### config.mk
export PLATFORM = sky130hd
export DESIGN_NAME = ctrl_pipeline
export DESIGN_NICKNAME = d
export VERILOG_FILES = /design/src/rtl/ctrl_pipeline_pkg.sv /design/src/rtl/ctrl_pipeline_hazard_fwd_unit.sv /design/src/rtl/ctrl_pipeline.sv
export SDC_FILE = /design/constraint.sdc
export NUM_CORES = 1
export LEC_CHECK = 0
export ABC_CLOCK_PERIOD_IN_PS = 3600
export CAP_MARGIN = 10
export CORE_MARGIN = 5
export CORE_UTILIZATION = 50
export CTS_CLUSTER_DIAMETER = 120
export DETAILED_ROUTE_END_ITERATION = 10
export GPL_ROUTABILITY_DRIVEN = 0
export PLACE_DENSITY = 0.84
export RECOVER_POWER = 50
export SLEW_MARGIN = 30
export SYNTH_ARGS = -nofsm -noshare
export SYNTH_HDL_FRONTEND = slang
export SYNTH_SLANG_ARGS = --single-unit
### constraint.sdc
create_clock -name clk -period 3.6 [get_ports clk]
set_input_delay 0.72 -clock clk [delete_from_list [all_inputs] [get_ports clk]]
set_output_delay 0.72 -clock clk [all_outputs]
set_load 0.02 [all_outputs]
### src/rtl/ctrl_pipeline_pkg.sv
// Shared control-path definitions: decoder encodings, forwarding selects and
// the control bundles carried through the ID/EX, EX/MEM and MEM/WB registers.
package ctrl_pipeline_pkg;

  localparam int unsigned REG_AW  = 5;
  localparam int unsigned ALUOP_W = 2;
  localparam int unsigned FWD_W   = 2;
  localparam int unsigned OPC_W   = 6;

  localparam logic [ALUOP_W-1:0] ALUOP_RTYPE = 2'b00;
  localparam logic [ALUOP_W-1:0] ALUOP_OR    = 2'b01;
  localparam logic [ALUOP_W-1:0] ALUOP_ADD   = 2'b10;
  localparam logic [ALUOP_W-1:0] ALUOP_SUB   = 2'b11;

  localparam logic [FWD_W-1:0] FWD_RF  = 2'b00;
  localparam logic [FWD_W-1:0] FWD_MEM = 2'b10;
  localparam logic [FWD_W-1:0] FWD_WB  = 2'b01;

  localparam logic [OPC_W-1:0] OPC_R   = 6'b000000;
  localparam logic [OPC_W-1:0] OPC_ORI = 6'b001101;
  localparam logic [OPC_W-1:0] OPC_LW  = 6'b100011;
  localparam logic [OPC_W-1:0] OPC_SW  = 6'b101011;
  localparam logic [OPC_W-1:0] OPC_BEQ = 6'b000100;
  localparam logic [OPC_W-1:0] OPC_J   = 6'b000010;

  // Decoder output bundle for the instruction in ID.
  typedef struct packed {
    logic               reg_dst;
    logic               alu_src;
    logic               mem_to_reg;
    logic               reg_write;
    logic               mem_write;
    logic               branch;
    logic               jump;
    logic [ALUOP_W-1:0] alu_op;
  } ctrl_t;

  typedef struct packed {
    logic               reg_dst;
    logic               alu_src;
    logic               mem_to_reg;
    logic               reg_write;
    logic               mem_write;
    logic               branch;
    logic [ALUOP_W-1:0] alu_op;
    logic [REG_AW-1:0]  rs;
    logic [REG_AW-1:0]  rt;
    logic [REG_AW-1:0]  waddr;
  } idex_t;

  typedef struct packed {
    logic              mem_to_reg;
    logic              reg_write;
    logic              mem_write;
    logic [REG_AW-1:0] waddr;
  } exmem_t;

  typedef struct packed {
    logic              mem_to_reg;
    logic              reg_write;
    logic [REG_AW-1:0] waddr;
  } memwb_t;

  // R-type writes rd, everything else writes rt.
  function automatic logic [REG_AW-1:0] dest_addr(input logic reg_dst,
                                                  input logic [REG_AW-1:0] rt,
                                                  input logic [REG_AW-1:0] rd);
    return reg_dst ? rd : rt;
  endfunction

endpackage

### src/rtl/ctrl_pipeline_hazard_fwd_unit.sv
// Combinational load-use detection and EX operand forwarding selects.
module hazard_fwd_unit
  import ctrl_pipeline_pkg::*;
(
  input  logic              ex_mem_to_reg,
  input  logic              ex_reg_write,
  input  logic [REG_AW-1:0] ex_waddr,
  input  logic [REG_AW-1:0] ex_rs,
  input  logic [REG_AW-1:0] ex_rt,
  input  logic [REG_AW-1:0] id_rs,
  input  logic [REG_AW-1:0] id_rt,
  input  logic              id_reg_dst,
  input  logic              id_mem_write,
  input  logic              id_branch,
  input  logic              id_jump,
  input  logic              mem_reg_write,
  input  logic              mem_mem_to_reg,
  input  logic [REG_AW-1:0] mem_waddr,
  input  logic              wb_reg_write,
  input  logic [REG_AW-1:0] wb_waddr,
  output logic              load_use_c,
  output logic [FWD_W-1:0]  fwd_a_c,
  output logic [FWD_W-1:0]  fwd_b_c
);

  logic uses_rt_c;
  logic ex_load_c;

  // Loads are not forwardable from MEM; their data only exists from WB on.
  function automatic logic [FWD_W-1:0] fwd_sel(input logic [REG_AW-1:0] src,
                                               input logic              m_rw,
                                               input logic              m_m2r,
                                               input logic [REG_AW-1:0] m_wa,
                                               input logic              w_rw,
                                               input logic [REG_AW-1:0] w_wa);
    logic [FWD_W-1:0] sel;
    sel = FWD_RF;
    if (m_rw && !m_m2r && (m_wa != '0) && (m_wa == src)) begin
      sel = FWD_MEM;
    end else if (w_rw && (w_wa != '0) && (w_wa == src)) begin
      sel = FWD_WB;
    end
    return sel;
  endfunction

  always_comb begin
    uses_rt_c  = id_reg_dst | id_mem_write | id_branch;
    ex_load_c  = ex_mem_to_reg & ex_reg_write & (ex_waddr != '0);
    load_use_c = ex_load_c & ~id_jump &
                 ((ex_waddr == id_rs) | (uses_rt_c & (ex_waddr == id_rt)));
    fwd_a_c    = fwd_sel(ex_rs, mem_reg_write, mem_mem_to_reg, mem_waddr,
                         wb_reg_write, wb_waddr);
    fwd_b_c    = fwd_sel(ex_rt, mem_reg_write, mem_mem_to_reg, mem_waddr,
                         wb_reg_write, wb_waddr);
  end

endmodule

### src/rtl/ctrl_pipeline.sv
// Control half of the 5-stage pipeline: ID/EX, EX/MEM, MEM/WB control
// registers plus stall, squash and PC-select generation.
module ctrl_pipeline
  import ctrl_pipeline_pkg::*;
(
  input  logic               clk,
  input  logic               rst_n,
  input  logic               id_reg_dst,
  input  logic               id_alu_src,
  input  logic               id_mem_to_reg,
  input  logic               id_reg_write,
  input  logic               id_mem_write,
  input  logic               id_branch,
  input  logic               id_jump,
  input  logic [ALUOP_W-1:0] id_alu_op,
  input  logic [REG_AW-1:0]  id_rs,
  input  logic [REG_AW-1:0]  id_rt,
  input  logic [REG_AW-1:0]  id_rd,
  input  logic               ex_zero,
  output logic               ex_alu_src,
  output logic [ALUOP_W-1:0] ex_alu_op,
  output logic               ex_reg_dst,
  output logic [FWD_W-1:0]   forward_a,
  output logic [FWD_W-1:0]   forward_b,
  output logic               mem_mem_read,
  output logic               mem_mem_write,
  output logic               wb_reg_write,
  output logic               wb_mem_to_reg,
  output logic [REG_AW-1:0]  wb_waddr,
  output logic               pc_write,
  output logic               ifid_write,
  output logic               ifid_flush,
  output logic               pc_src_branch,
  output logic               pc_src_jump
);

  ctrl_t  id_ctrl;
  idex_t  idex_q, idex_d;
  exmem_t exmem_q, exmem_d;
  memwb_t memwb_q, memwb_d;

  logic branch_taken_c;
  logic load_use_c;
  logic stall_c;
  logic jump_c;

  always_comb begin
    id_ctrl            = '0;
    id_ctrl.reg_dst    = id_reg_dst;
    id_ctrl.alu_src    = id_alu_src;
    id_ctrl.mem_to_reg = id_mem_to_reg;
    id_ctrl.reg_write  = id_reg_write;
    id_ctrl.mem_write  = id_mem_write;
    id_ctrl.branch     = id_branch;
    id_ctrl.jump       = id_jump;
    id_ctrl.alu_op     = id_alu_op;
  end

  hazard_fwd_unit u_hazard_fwd (
    .ex_mem_to_reg  (idex_q.mem_to_reg),
    .ex_reg_write   (idex_q.reg_write),
    .ex_waddr       (idex_q.waddr),
    .ex_rs          (idex_q.rs),
    .ex_rt          (idex_q.rt),
    .id_rs          (id_rs),
    .id_rt          (id_rt),
    .id_reg_dst     (id_ctrl.reg_dst),
    .id_mem_write   (id_ctrl.mem_write),
    .id_branch      (id_ctrl.branch),
    .id_jump        (id_ctrl.jump),
    .mem_reg_write  (exmem_q.reg_write),
    .mem_mem_to_reg (exmem_q.mem_to_reg),
    .mem_waddr      (exmem_q.waddr),
    .wb_reg_write   (memwb_q.reg_write),
    .wb_waddr       (memwb_q.waddr),
    .load_use_c     (load_use_c),
    .fwd_a_c        (forward_a),
    .fwd_b_c        (forward_b)
  );

  // A taken branch makes the ID instruction wrong-path, so it overrides both
  // the stall and a jump sitting in ID.
  assign branch_taken_c = idex_q.branch & ex_zero;
  assign stall_c        = load_use_c & ~branch_taken_c;
  assign jump_c         = id_ctrl.jump & ~branch_taken_c;

  // ID/EX next value: bubble on squash, stall, or jump (jump has no EX work).
  always_comb begin
    idex_d = '0;
    if (!(branch_taken_c || stall_c || id_ctrl.jump)) begin
      idex_d.reg_dst    = id_ctrl.reg_dst;
      idex_d.alu_src    = id_ctrl.alu_src;
      idex_d.mem_to_reg = id_ctrl.mem_to_reg;
      idex_d.reg_write  = id_ctrl.reg_write;
      idex_d.mem_write  = id_ctrl.mem_write;
      idex_d.branch     = id_ctrl.branch;
      idex_d.alu_op     = id_ctrl.alu_op;
      idex_d.rs         = id_rs;
      idex_d.rt         = id_rt;
      idex_d.waddr      = dest_addr(id_ctrl.reg_dst, id_rt, id_rd);
    end
  end

  always_comb begin
    exmem_d            = '0;
    exmem_d.mem_to_reg = idex_q.mem_to_reg;
    exmem_d.reg_write  = idex_q.reg_write;
    exmem_d.mem_write  = idex_q.mem_write;
    exmem_d.waddr      = idex_q.waddr;

    memwb_d            = '0;
    memwb_d.mem_to_reg = exmem_q.mem_to_reg;
    memwb_d.reg_write  = exmem_q.reg_write;
    memwb_d.waddr      = exmem_q.waddr;
  end

  always_ff @(posedge clk or negedge rst_n) begin
    if (!rst_n) begin
      idex_q  <= '0;
      exmem_q <= '0;
      memwb_q <= '0;
    end else begin
      idex_q  <= idex_d;
      exmem_q <= exmem_d;
      memwb_q <= memwb_d;
    end
  end

  assign ex_alu_src    = idex_q.alu_src;
  assign ex_alu_op     = idex_q.alu_op;
  assign ex_reg_dst    = idex_q.reg_dst;
  assign mem_mem_read  = exmem_q.mem_to_reg;
  assign mem_mem_write = exmem_q.mem_write;
  assign wb_reg_write  = memwb_q.reg_write;
  assign wb_mem_to_reg = memwb_q.mem_to_reg;
  assign wb_waddr      = memwb_q.waddr;

  assign pc_write      = ~stall_c;
  assign ifid_write    = ~stall_c;
  assign ifid_flush    = branch_taken_c | jump_c;
  assign pc_src_branch = branch_taken_c;
  assign pc_src_jump   = jump_c;

endmodule

==> results.json <==
{
  "largest_reg_flops": 11,
  "cts_tree": "built",
  "rows": 21,
  "cp_max_fo": 4,
  "fin_crit_sh_pct": 89.67,
  "drt_iter0_drc": 24,
  "synth_fp_nets": 178,
  "worstSetupPathDepth": 5,
  "finalSetupViolations": 0,
  "clockBufferDepth": 2,
  "max_stage_delay_ns": 0.64,
  "hold_class": "register to register",
  "min_period_ns": 3.228,
  "cts_resized": 0,
  "via_per_inst": 4.988,
  "antenna_found_initial": 0,
  "worstSetupPathType": "register to output port",
  "grt_max_degree": 39,
  "num_io_pins": 49,
  "startpoint_type": "register",
  "critical_path_required_ns": 2.88,
  "worstSetupEndpoint": "forward_b[0]",
  "detail_route.wl_per_cell_um": 14.79,
  "path_buf_inv": 1,
  "synth.yosys.seq_area_share_pct": 55.92,
  "violations": "capacitance limit, slew limit",
  "die_w_um": 68.32,
  "wl_um": 3683,
  "max_freq_ghz": 0.3098,
  "dr.pass1.iters": 3,
  "r2r_cells": 5,
  "yosys.area_share.simple_pct": 12.14,
  "grt_pass1_vias": 1327,
  "rr_endpoint": "exmem_d[3]$_DFF_PN0_",
  "layout_commonest_cell": "clkdlybuf4s50_1",
  "post-route-drc-count": 0,
  "synth.ff_latch_count": 38,
  "syn_to_final_growth_pct": 36.79,
  "fill_cells": 267,
  "final_cell_mix": "clkdlybuf4s50_1 (47), dfrtp_1 (38), nand2_1 (21)",
  "relSlewSlack_pct": -26.97,
  "synthDistinctLibCells": 26,
  "synth.cell_area_um2": 1700,
  "die-area_um2": 4667,
  "clock_skew_ns": 0.007603,
  "vias": 1242,
  "end_kind": "output port",
  "worstMarginPinSlew_ns": 1.905,
  "synthArstFlopShare_pct": 100.0,
  "synth-main-ff-cell": "dfrtp_1",
  "antenna_left": 0,
  "rsz0062_at_grt": "false",
  "cap_viol_max_count": 1,
  "pwr_density_cell_nw_per_um2": 433.3,
  "ir_worst_vdd_uv": 397.7,
  "cts_setup_buffers": 0,
  "overflow": 0,
  "grtUsageTotal_pct": 18.33,
  "hold_viol": 0,
  "fin_setup_tns_ns": 0,
  "crit_path_start": "exmem_q[0]$_DFF_PN0_",
  "reg2reg_slack_ns": 1.81,
  "synthMuxAreaShare_pct": 2.943,
  "grt_pass1_wl_um": 6320,
  "initial_core_util_pct": 51.36,
  "crit_family": "simple AND/OR/NAND/NOR gates",
  "outcome": "complete, but fails checks",
  "synth_edf_count": 0,
  "yosysWarnings": 0,
  "worstPathCellList": "or4_1 -> o21ai_1 -> nor4_1 -> nor4_2 -> clkdlybuf4s50_1",
  "cts-root-buf": "clkbuf_4",
  "final_util_pct": 70.26,
  "nNetsFinal": 229,
  "place.detailed.hpwl_um": 2800,
  "synth_adder_area_share_pct": 0,
  "drive_above_1_share_pct": 8.374,
  "htree_num_levels": 2,
  "numPortBuffers": 48,
  "arrival_ns": 2.51,
  "core_area_um2": 3311,
  "synth_top_family_by_area": "XOR/XNOR gates",
  "leakage_nw": 1.044,
  "synth_compound_area_share_pct": 9.713,
  "largest-register": "idex_q",
  "clk_latency_ns": 0.34,
  "syn_inst": 151,
  "syn_avg_cell_area_um2": 11.26,
  "drv_slew": 39,
  "die-height_um": 68.32,
  "synth_xor_area_share_pct": 15.45,
  "numCtsBuffers": 5,
  "clock_sinks": 38,
  "r2r_start": "exmem_d[0]$_DFF_PN0_",
  "cts_hold_buf": 0,
  "clk_pin_slew_ns": 0.11,
  "antenna_cells": 0,
  "slowest_stage": "clkdlybuf4s50_1"
}
[cell usage after synthesis (2+ instances only)]
library cell,instances,area (um^2)
dfrtp_1,38,950.9
nand2_1,21,78.83
a21oi_1,18,90.09
xnor2_1,16,140.1
xor2_1,14,122.6
mux2i_1,5,50.05
or4_1,5,37.54
a211oi_1,4,30.03
buf_2,4,20.02
nand3_1,4,20.02
buf_4,3,22.52
inv_1,2,7.510
nor4_1,2,12.51
nor4_2,2,25.02
o21ai_1,2,10.01
[worst min path at each step]
| stage | start | to | slack [ns] | depth (start not counted) |
|---|---|---|---|---|
| after floorplan | exmem_d[5]$_DFF_PN0_ | mem_mem_write$_DFF_PN0_ | 0.33 | 0 |
| after global placement | exmem_d[5]$_DFF_PN0_ | mem_mem_write$_DFF_PN0_ | 0.35 | 0 |
| after detailed placement | exmem_d[5]$_DFF_PN0_ | mem_mem_write$_DFF_PN0_ | 0.35 | 0 |
| after global routing | exmem_d[5]$_DFF_PN0_ | mem_mem_write$_DFF_PN0_ | 0.39 | 0 |
| after CTS | exmem_d[5]$_DFF_PN0_ | mem_mem_write$_DFF_PN0_ | 0.38 | 0 |
| final | exmem_d[5]$_DFF_PN0_ | mem_mem_write$_DFF_PN0_ | 0.38 | 0 |
[layer usage]
layer | wire length [um] | vias up | GRT usage [%]
met1 | 1557 | 589 | 22.95
met2 | 1895 | 34 | 29.84
met5 | 0 | - | 0
met3 | 176 | 5 | 5.255
met4 | 54 | 0 | 7.196
li1 | - | 614 | -
[metrics by stage]
stage	instance area [um^2]	hold slack, ns	power, mW	worst slack [ns]	cells
6_report	2326	0.3837	1.008	0.3720	249
5_1_grt	2326	0.3870	1.051	0.2034	249
2_1_floorplan	1700	0.3312	0.5657	0.8862	151
4_1_cts	2330	0.3827	1.019	0.3482	249
3_5_place_dp	2218	0.3523	0.6484	0.4594	241
3_3_place_gp	2218	0.3457	0.6422	0.4913	241
[power by group]
| part | total [mW] | leakage [nW] | switching, mW | internal (mW) |
|---|---|---|---|---|
| combinational | 0.161 | 0.490 | 0.0760 | 0.0847 |
| clock | 0.370 | 0.0585 | 0.135 | 0.235 |
| sequential | 0.477 | 0.495 | 0.0253 | 0.452 |
| total | 1.01 | 1.04 | 0.236 | 0.772 |
[cell type report]
class | count | area, um^2 | share of cell area [%]
Sequential cell | 38 | 950.9 | 40.88
Timing Repair Buffer | 53 | 514.2 | 22.11
Tap cell | 46 | 57.56 | 2.474
Clock buffer | 6 | 51.30 | 2.205
Multi-Input combinational cell | 102 | 684.4 | 29.42
Clock inverter | 2 | 60.06 | 2.582
Inverter | 2 | 7.507 | 0.3228
[cell families after synthesis]
group / count (synthesis)
AND/OR/NAND/NOR: 39
AO/OA/AOI/OAI: 28
buffers and inverters: 11
multiplexers: 5
XOR/XNOR: 30
flip-flops: 38
Note: power is estimated with default switching activity, not from simulation.
